File: src/rtl/cpu_pkg.sv
// Shared constants and state encoding for the instruction fetch block.
package cpu_pkg;

    localparam logic [31:0] NOP_WORD  = 32'h0000_0000;
    localparam logic [31:0] HALT_WORD = 32'hFFFF_FFFF;

    // Slot counter width; covers the full ISSUE_GAP range of 2..15.
    localparam int unsigned CNT_W = 4;

    typedef enum logic [2:0] {
        StIdle,
        StPrime,
        StRun,
        StDrain,
        StDone
    } fetch_state_e;

endpackage

File: src/rtl/issue_timer.sv
// Slot counter: counts 0..ISSUE_GAP-1 while enabled and flags the prefetch
// and slot-end cycles of each instruction slot.
module issue_timer
    import cpu_pkg::*;
#(
    parameter int unsigned ISSUE_GAP = 3
) (
    input  logic             clk_i,
    input  logic             rst_ni,
    input  logic             enable_i,
    input  logic             clear_i,
    output logic [CNT_W-1:0] cnt_o,
    output logic             prefetch_o,
    output logic             slot_end_o
);

    localparam logic [CNT_W-1:0] LastCnt = CNT_W'(ISSUE_GAP - 1);
    localparam logic [CNT_W-1:0] PrefCnt = CNT_W'(ISSUE_GAP - 2);

    logic [CNT_W-1:0] cnt_q, cnt_d;

    // Next count: clear wins, otherwise wrap at the last slot cycle.
    always_comb begin
        cnt_d = cnt_q;
        if (clear_i) begin
            cnt_d = '0;
        end else if (enable_i) begin
            cnt_d = (cnt_q == LastCnt) ? '0 : cnt_q + 1'b1;
        end
    end

    // Counter register.
    always_ff @(posedge clk_i or negedge rst_ni) begin
        if (!rst_ni) begin
            cnt_q <= '0;
        end else begin
            cnt_q <= cnt_d;
        end
    end

    assign cnt_o      = cnt_q;
    assign prefetch_o = enable_i && !clear_i && (cnt_q == PrefCnt);
    assign slot_end_o = enable_i && !clear_i && (cnt_q == LastCnt);

endmodule

File: src/rtl/instr_fetch.sv
// Instruction fetch sequencer: streams words from a synchronous-read
// instruction memory to the core, one word per ISSUE_GAP-cycle slot, then
// flushes the pipeline with NOP slots before reporting done.
module instr_fetch
    import cpu_pkg::*;
#(
    parameter int unsigned ADDR_W      = 8,
    parameter int unsigned ISSUE_GAP   = 3,
    parameter int unsigned DRAIN_SLOTS = 3
) (
    input  logic              clk,
    input  logic              rst,
    input  logic              start,
    input  logic              halt_req,
    output logic              imem_rd_en,
    output logic [ADDR_W-1:0] imem_addr,
    input  logic [31:0]       imem_rdata,
    output logic [31:0]       instruction,
    output logic              instr_valid,
    output logic [ADDR_W-1:0] pc,
    output logic              busy,
    output logic              done
);

    localparam int unsigned       DRAIN_W   = (DRAIN_SLOTS > 1) ? $clog2(DRAIN_SLOTS) : 1;
    localparam logic [DRAIN_W-1:0] DrainLast = DRAIN_W'(DRAIN_SLOTS - 1);
    localparam logic [ADDR_W-1:0]  PcMax     = '1;

    fetch_state_e        state_q, state_d;
    logic [31:0]         instr_q, instr_d;
    logic [ADDR_W-1:0]   pc_q, pc_d;
    logic                halt_pend_q, halt_pend_d;
    logic [DRAIN_W-1:0]  drain_q, drain_d;

    logic [CNT_W-1:0]    cnt;
    logic                timer_en;
    logic                prefetch;
    logic                slot_end;
    logic                accept;
    logic                last_pc;
    logic                fetch_next;

    assign timer_en   = (state_q == StRun) || (state_q == StDrain);
    assign last_pc    = (pc_q == PcMax);
    // Gated by rst so a start held during reset cannot leak a read request.
    assign accept     = rst && start && ((state_q == StIdle) || (state_q == StDone));
    // No prefetch past the top address: the program ends instead of wrapping.
    assign fetch_next = (state_q == StRun) && prefetch && !last_pc;

    issue_timer #(
        .ISSUE_GAP (ISSUE_GAP)
    ) u_timer (
        .clk_i      (clk),
        .rst_ni     (rst),
        .enable_i   (timer_en),
        .clear_i    (!timer_en),
        .cnt_o      (cnt),
        .prefetch_o (prefetch),
        .slot_end_o (slot_end)
    );

    // Next-state logic for the sequencer and its datapath registers.
    always_comb begin
        state_d     = state_q;
        instr_d     = instr_q;
        pc_d        = pc_q;
        halt_pend_d = halt_pend_q;
        drain_d     = drain_q;
        unique case (state_q)
            StIdle, StDone: begin
                if (accept) begin
                    state_d     = StPrime;
                    halt_pend_d = 1'b0;
                    drain_d     = '0;
                end
            end
            StPrime: begin
                pc_d = '0;
                if (imem_rdata == HALT_WORD) begin
                    instr_d = NOP_WORD;
                    state_d = StDrain;
                end else begin
                    instr_d = imem_rdata;
                    state_d = StRun;
                end
            end
            StRun: begin
                if (halt_req) begin
                    halt_pend_d = 1'b1;
                end
                if (slot_end) begin
                    if (halt_pend_q || halt_req || last_pc) begin
                        // Prefetched word (if any) is dropped; pc stays on the last issued slot.
                        instr_d     = NOP_WORD;
                        halt_pend_d = 1'b0;
                        state_d     = StDrain;
                    end else if (imem_rdata == HALT_WORD) begin
                        instr_d = NOP_WORD;
                        state_d = StDrain;
                    end else begin
                        instr_d = imem_rdata;
                        pc_d    = pc_q + 1'b1;
                    end
                end
            end
            StDrain: begin
                if (slot_end) begin
                    if (drain_q == DrainLast) begin
                        state_d = StDone;
                    end else begin
                        drain_d = drain_q + 1'b1;
                    end
                end
            end
            default: begin
                state_d = StIdle;
            end
        endcase
    end

    // State and datapath registers.
    always_ff @(posedge clk or negedge rst) begin
        if (!rst) begin
            state_q     <= StIdle;
            instr_q     <= NOP_WORD;
            pc_q        <= '0;
            halt_pend_q <= 1'b0;
            drain_q     <= '0;
        end else begin
            state_q     <= state_d;
            instr_q     <= instr_d;
            pc_q        <= pc_d;
            halt_pend_q <= halt_pend_d;
            drain_q     <= drain_d;
        end
    end

    // Outputs: all registered except the start-cycle handshake.
    always_comb begin
        imem_rd_en  = accept || fetch_next;
        imem_addr   = fetch_next ? pc_q + 1'b1 : '0;
        instr_valid = (state_q == StRun) && (cnt == '0);
        busy        = accept || (state_q == StPrime) || (state_q == StRun) ||
                      (state_q == StDrain);
        done        = (state_q == StDone) && !accept;
        instruction = instr_q;
        pc          = pc_q;
    end

endmodule
File: config.mk
export PLATFORM = sky130hd
export DESIGN_NAME = instr_fetch
export DESIGN_NICKNAME = d
export VERILOG_FILES = /design/src/rtl/cpu_pkg.sv /design/src/rtl/issue_timer.sv /design/src/rtl/instr_fetch.sv
export SDC_FILE = /design/constraint.sdc
export NUM_CORES = 1
export LEC_CHECK = 0
export CAP_MARGIN = 20
export CORE_UTILIZATION = 44
export CTS_CLUSTER_DIAMETER = 40
export CTS_CLUSTER_SIZE = 40
export DETAILED_ROUTE_END_ITERATION = 7
export PLACE_DENSITY = 0.8
export SYNTH_ARGS = -nofsm -noshare
export SYNTH_HDL_FRONTEND = slang
export SYNTH_SLANG_ARGS = --single-unit
File: constraint.sdc
create_clock -name clk -period 2.26 [get_ports clk]
set_input_delay 0.565 -clock clk [delete_from_list [all_inputs] [get_ports clk]]
set_output_delay 0.565 -clock clk [all_outputs]
set_load 0.02 [all_outputs]
==> impl_results.md, run 1 <==
- Outcome: complete, no violations
- Clk_skew: 0.00514 ns
- Worst-path fanout max: 5
- Hpwl dp: 4550 um
- Final period utilization: 0.987
- Routed len/inst: 17.2 um
- TritonCTS clock tree: done
- Worst Setup SP: pc[1]
- Clk_lat worst skew: 0.31 ns
- Wire length of the first global-routing pass: 11300 um
- R2R Setup Slk: 0.09 ns
- Via-to-Cell Ratio: 5.48
- Starting density of the core: 0.471
- Fmax achieved: 0.448 GHz
- Count of cell types in the netlist: 38
- Startpoint Class: flip-flop
- Slew headroom: 0.675
- Top delay family on crit path: simple AND/OR/NAND/NOR gates
- Buf+Inv Stages, Crit Path: 1
- TritonRoute pass-1 iters: 4
- Max IR drop VDD: 728 uV
- Die W: 74.3 um
- H-Tree Depth: 2
- Vias in the first global route: 2264
- PwrDens: 1090 mW/mm^2
- RSZ-0062 raised after global routing: true
- Crit path cell chain: ha_2 -> nand3_4 -> or3_4 -> a21oi_2 -> buf_6
- Yosys warning count: 0
- Area growth syn-to-layout: 70.2%
- Detail Route Antenna Nets: 0
- DRT iter0 DRCs: 126
- Crit path time final: 2.23 ns
- Nets: 387
- RePlAce Congestion: 0.750
- Post-synthesis sequential area ratio: 0.544
- Crit-path max cell delay: 0.39 ns
- Cells after synthesis: 202
- Final core occ: 0.802
- Final Total Pwr: 4.26 mW
- Io pins: 88
- Hold Crit Class: in -> async
- Root buffer cell: clkbuf_8
- Leak Pwr: 1.82 nW
- Max cap viols: 0
- Diode count: 0
- Cts hold-fix bufs: 0
- DIE HEIGHT: 74.3 um
- Clock-pin slew on the worst setup and hold paths: 0.10 ns
- Final setup viols: 0
- Post-Syn Area: 0.00230 sq mm
- Mean Syn Cell Area: 11.4 sq um
- Global route overflow: 0
- Antenna violations before repair: 0
- Crit path required time: 1.69 ns
- Die ar.: 0.00552 sq mm
- Net count after synthesis: 240
- Worst R2R Start: u_timer.cnt_o[1]
- Final Hold Violating Endpoints: 0
- WP data arrival: 1.67 ns
- Least-Margin Pin Slew: 0.487 ns
- Yosys reg bits: 50
- Largest net degree at the start of global routing: 39
- Endpoint class of the critical path: output pin
- Clk buf depth: 2
- Core area: 0.00488 sq mm
- Vias after detailed routing: 2287
- Row count: 25
- Kind of critical path: reg -> out
- Routed WL: 7190 um
- # fillers: 327
- CP max stage cell: dfrtp_1
- Gr usage total: 0.282
- # DRC: 0
- Fraction of layout cells with a size suffix above 1: 0.329
- CTS sink count: 50
- Max Slew Vio Count: 0
- Cts bufs inserted: 5
- IO buf count: 87
==> layout by cell type, fill, tap and decap left out, types with 5 or more instances in the layout <==
cell type,synthesis,layout
buf_4,0,61
dfrtp_1,50,50
clkdlybuf4s50_1,0,42
a22o_1,33,33
dlygate4sd2_1,0,30
nand2_1,11,11
nor2_1,13,8
nand4_1,8,8
nand2b_1,8,7
a21oi_1,12,7
nor2_2,1,6
a21o_1,6,6
a21oi_2,0,5
clkbuf_8,0,5
==> what timing repair did <==
item	4_1_cts	5_1_grt
buffers inserted	8	2
setup endpoints to repair	53	51
pin swaps	13	10
cloned	2	0
gates resized for setup	87	27
==> cells by family (layout without fill, tap and decap cells) <==
family | after synthesis | after routing | share of synthesized area
and+or+nand+nor | 69 | 69 | 0.172
AOI/OAI and AO/OA | 65 | 65 | 0.218
DFF | 50 | 50 | 0.544
buffers and inverters | 9 | 157 | 0.0245
muxes | 4 | 4 | 0.0196
xor gates and xnor gates | 3 | 3 | 0.0114
adders and majority gates | 2 | 2 | 0.0109
==> sequential cells by signal, summed over array words and instances, names as in the netlist <==
signal and cells:
state_q 3, u_timer.cnt_o 4, instruction 32, halt_pend_q 1
drain_q 2, pc 8
==> synth_stat cells <==
library cell / instances / area share
dfrtp_1: 50 / 0.54
a22o_1: 33 / 0.13
nor2_1: 13 / 0.021
a21oi_1: 12 / 0.026
nand2_1: 11 / 0.018
nand2b_1: 8 / 0.022
nand4_1: 8 / 0.022
a21o_1: 6 / 0.020
and3_1: 5 / 0.014
nor3_1: 5 / 0.011
o21ai_0: 5 / 0.011
clkbuf_1: 4 / 0.0065
mux2_2: 4 / 0.020
nand3_1: 4 / 0.0087
nor2b_1: 4 / 0.011
buf_6: 3 / 0.015
ha_1: 2 / 0.011
inv_1: 2 / 0.0033
nor3b_1: 2 / 0.0065
or4_1: 2 / 0.0065
xor2_1: 2 / 0.0076
a211oi_1: 1 / 0.0033
a31o_2: 1 / 0.0038
a31oi_2: 1 / 0.0054
a32o_1: 1 / 0.0044
nor2_2: 1 / 0.0027
nor3_4: 1 / 0.0071
nor3b_4: 1 / 0.0082
o211ai_1: 1 / 0.0033
o21bai_1: 1 / 0.0033
o2bb2ai_1: 1 / 0.0038
o311a_1: 1 / 0.0044
o31a_1: 1 / 0.0038
or2_1: 1 / 0.0027
or2_2: 1 / 0.0027
or3_1: 1 / 0.0027
or4b_4: 1 / 0.0060
xnor2_1: 1 / 0.0038
==> worst paths after layout <==
| check | cells after the start | to |
|---|---|---|
| setup / recovery | 5 | imem_addr[6] |
| hold / removal | 2 | pc[7] |
| setup reg to reg | 7 | instruction[6] |
| hold reg to reg | 1 | halt_pend_q |
| max in group asynchronous | 2 | instruction[9] |
| min in group clk | 1 | halt_pend_q |
==> where the power goes <==
| part | leakage [nW] | internal, mW | switching, mW | total (mW) |
|---|---|---|---|---|
| clock network | 0.0683 | 0.443 | 0.310 | 0.753 |
| registers | 0.650 | 1.24 | 0.238 | 1.47 |
| logic | 1.10 | 1.05 | 0.978 | 2.03 |
==> cell type report <==
class,count,area (sq um),area share
repair buffers,147,1320,0.338
inverters,2,7.51,0.00192
clock buffers,5,68.8,0.0176
multi-input cells,143,1110,0.284
clock inverters,3,68.8,0.0176
flip-flops and latches,50,1250,0.320
well taps,67,83.8,0.0214
==> stage by stage <==
step	area (sq um)	setup WS [ns]	std cells	TNS (ns)	hold WS (ns)
2_1_floorplan	2300	0.0568	202	0	0.269
3_3_place_gp	3550	-0.507	396	-20.38	0.485
3_5_place_dp	3570	-0.523	397	-19.78	0.490
4_1_cts	3820	-0.0125	415	-0.0227	0.209
5_1_grt	3910	-0.0437	417	-0.145	0.218
6_report	3910	0.0300	417	0	0.215
==> layer usage <==
metal / GRT usage / wire length, um / vias to the layer above
met4: 0.0964 / 167 / 0
met5: 0 / 0 / -
met1: 0.330 / 2790 / 1110
li1: - / - / 1056
met2: 0.490 / 3670 / 103
met3: 0.0908 / 565 / 18
==> worst register-to-register path: cells and delay by family (launching register included) <==
family | cells | cell delay [ns]
and+or+nand+nor | 4 | 1.20
buffers and inverters | 2 | 0.39
DFF | 1 | 0.37
AOI/OAI and AO/OA | 1 | 0.16
Note: power is estimated with default switching activity, not from simulation.
==> inputs of run 2 (changes only) <==
MAX_ROUTING_LAYER = met4   (was default)
==> run 2 against run 1 <==
Net effect:
- wire length shrank 0.81%
- core utilization shrank 0.33 points
- register-to-register slack is essentially flat
- fmax is essentially flat
- non-clock buffer count is the same
- total power is essentially flat
- cell count is the same
- worst hold slack lost 0.0012 ns
- global-route usage grew 0.92 points
- first-iteration DRC count shrank 4.0%
- critical path depth is the same
- clock skew grew 0.00056 ns
- critical endpoint unchanged
- largest cell class unchanged
- largest power group unchanged
==> impl_results.md, run 2 (same netlist as run 1, synthesis figures left out) <==
- Outcome: complete, no violations
- # fillers: 332 (+1.5%)
- Cts bufs inserted: 5 (unchanged)
- H-Tree Depth: 2 (unchanged)
- Post-route insts no fill: 417 (unchanged)
- Worst R2R Path Depth: 7 (unchanged)
- Commonest non-fill, non-tap cells in the layout: buf_4, dfrtp_1, clkdlybuf4s50_1, a22o_1, dlygate4sd2_1
- Wire length of the first global-routing pass: 11200 um (-0.43%)
- Least-Margin Pin Slew: 0.490 ns (+0.00319 ns)
- Final Hold Violating Endpoints: 0 (unchanged)
- Crit path required time: 1.69 ns (about the same)
- Reg area: 0.00125 sq mm (unchanged)
- Clk_skew: 0.00571 ns (+0.000562 ns)
- Max Slew Vio Count: 0 (unchanged)
- DRT iter0 DRCs: 121 (-4.0%)
- Startpoint Class: flip-flop
- Io pins: 88 (unchanged)
- Area growth syn-to-layout: 69.5%
- Starting density of the core: 0.471 (unchanged)
- Die W: 74.3 um (unchanged)
- Worst R2R Start: u_timer.cnt_o[1]
- Max cap viols: 0 (unchanged)
- Clk_lat worst skew: 0.31 ns (about the same)
- IO buf count: 87 (unchanged)
- Leading cell type in the layout, fill and taps excluded: buf_4
- Row count: 25 (unchanged)
- Routed len/inst: 17.1 um (-0.81%)
- Endpoint class of the critical path: output pin
- Slew headroom: 0.673 (-0.00213)
- TritonCTS clock tree: done
- Diode count: 0 (unchanged)
- Core area: 0.00488 sq mm (unchanged)
- Worst-path fanout max: 5 (unchanged)
- Nets: 387 (unchanged)
- Final instance area: 0.00390 sq mm (-0.42%)
- Max reg flops: 32 (unchanged)
- Clk buf depth: 2 (unchanged)
- RePlAce Congestion: 0.759 (+1.3%)
- Largest net degree at the start of global routing: 39 (unchanged)
- Final period utilization: 0.987 (about the same)
- WP data arrival: 1.67 ns (about the same)
- Max IR drop VDD: 726 uV (-0.28%)
- Root buffer cell: clkbuf_8
- PwrDens: 1090 mW/mm^2 (+0.51%)
- Fraction of layout cells with a size suffix above 1: 0.320 (-0.00857)
- Worst r2r dst: instruction[6]
- Via-to-Cell Ratio: 5.44 (-0.83%)
- DIE HEIGHT: 74.3 um (unchanged)
- Fmax achieved: 0.448 GHz (about the same)
- Hpwl dp: 4550 um (unchanged)
- Area after DPL: 0.00357 sq mm (unchanged)
- Placed cells: 397 (unchanged)
- RSZ-0062 raised after global routing: true
- CTS sink count: 50 (unchanged)
- Vias in the first global route: 2271 (+0.31%)
- Hold Crit Class: in -> async
- Multi-input logic area: 0.00110 sq mm (-1.4%)
- Crit path time final: 2.23 ns (+0.00106 ns)
- Global route overflow: 0 (unchanged)
- TritonRoute pass-1 iters: 4 (unchanged)
- Gr usage total: 0.291 (+0.00916)
- Vias after detailed routing: 2268 (-0.83%)
- Antenna violations before repair: 0 (unchanged)
- Final setup viols: 0 (unchanged)
- Kind of critical path: reg -> out
- Leak Pwr: 1.82 nW (about the same)
- Clock-pin slew on the worst setup and hold paths: 0.10 ns (about the same)
- R2R Setup Slk: 0.09 ns (about the same)
- Detail Route Antenna Nets: 0 (unchanged)
- # DRC: 0 (unchanged)
- Routed WL: 7130 um (-0.81%)
- Die ar.: 0.00552 sq mm (unchanged)
==> run 2: timing repair <==
action,4_1_cts,5_1_grt
endpoints found under the setup margin,53,51
gates resized for setup,87,24
cloned,2,0
hold buffers,0,0
buffers inserted,8,2
pin swaps,13,7
==> run 2: routing by layer <==
metal,track usage,vias up,share of wire
met4,0.0964,0,0.019
met1,0.341,1100,0.40
met2,0.489,96,0.51
met3,0.0745,16,0.067
li1,-,1056,-
met5,-,-,0
==> run 2: final cells by class <==
cell class	count	area share
inverters	2	0.00193
multi-input cells	143	0.282
clock buffers	5	0.0177
flip-flops and latches	50	0.321
clock inverters	3	0.0177
well taps	67	0.0215
repair buffers	147	0.339
==> run 2: worst max-delay path, stage by stage (launching register included) <==
cell and delay, ns:
dfrtp_1 0.39, ha_2 0.22, nand3_4 0.10, or3_4 0.35, a21oi_2 0.15, buf_6 0.13
==> run 2: stage by stage <==
| step | setup WS, ns | power [mW] | setup TNS [ns] | utilization | hold WS [ns] |
|---|---|---|---|---|---|
| floorplan | 0.0568 | 2.15 | 0 | - | 0.269 |
| global placement | -0.507 | 3.33 | -20.38 | 0.728 | 0.485 |
| detailed placement | -0.523 | 3.38 | -19.78 | 0.731 | 0.490 |
| CTS | -0.0125 | 4.19 | -0.0227 | 0.784 | 0.209 |
| global route | -0.0445 | 4.46 | -0.130 | 0.799 | 0.218 |
| finish | 0.0289 | 4.26 | 0 | 0.799 | 0.213 |
==> run 2: worst max-delay path by stage <==
stage | end | cells after the start | slack, ns | start
final | imem_addr[6] | 5 | 0.03 | pc[1]
after global routing | imem_addr[6] | 5 | -0.04 | pc[0]
after CTS | imem_addr[4] | 6 | -0.01 | state_q[2]
after detailed placement | instruction[29] | 7 | -0.52 | imem_rdata[22]
after global placement | instruction[4] | 6 | -0.51 | imem_rdata[22]
after floorplan | imem_addr[2] | 5 | 0.06 | state_q[2]
==> run 2: where the power goes <==
| group | switching [mW] | leakage [nW] | internal [mW] |
|---|---|---|---|
| Sequential | 0.238 | 0.650 | 1.24 |
| Clock | 0.313 | 0.0683 | 0.443 |
| Combinational | 0.976 | 1.10 | 1.06 |
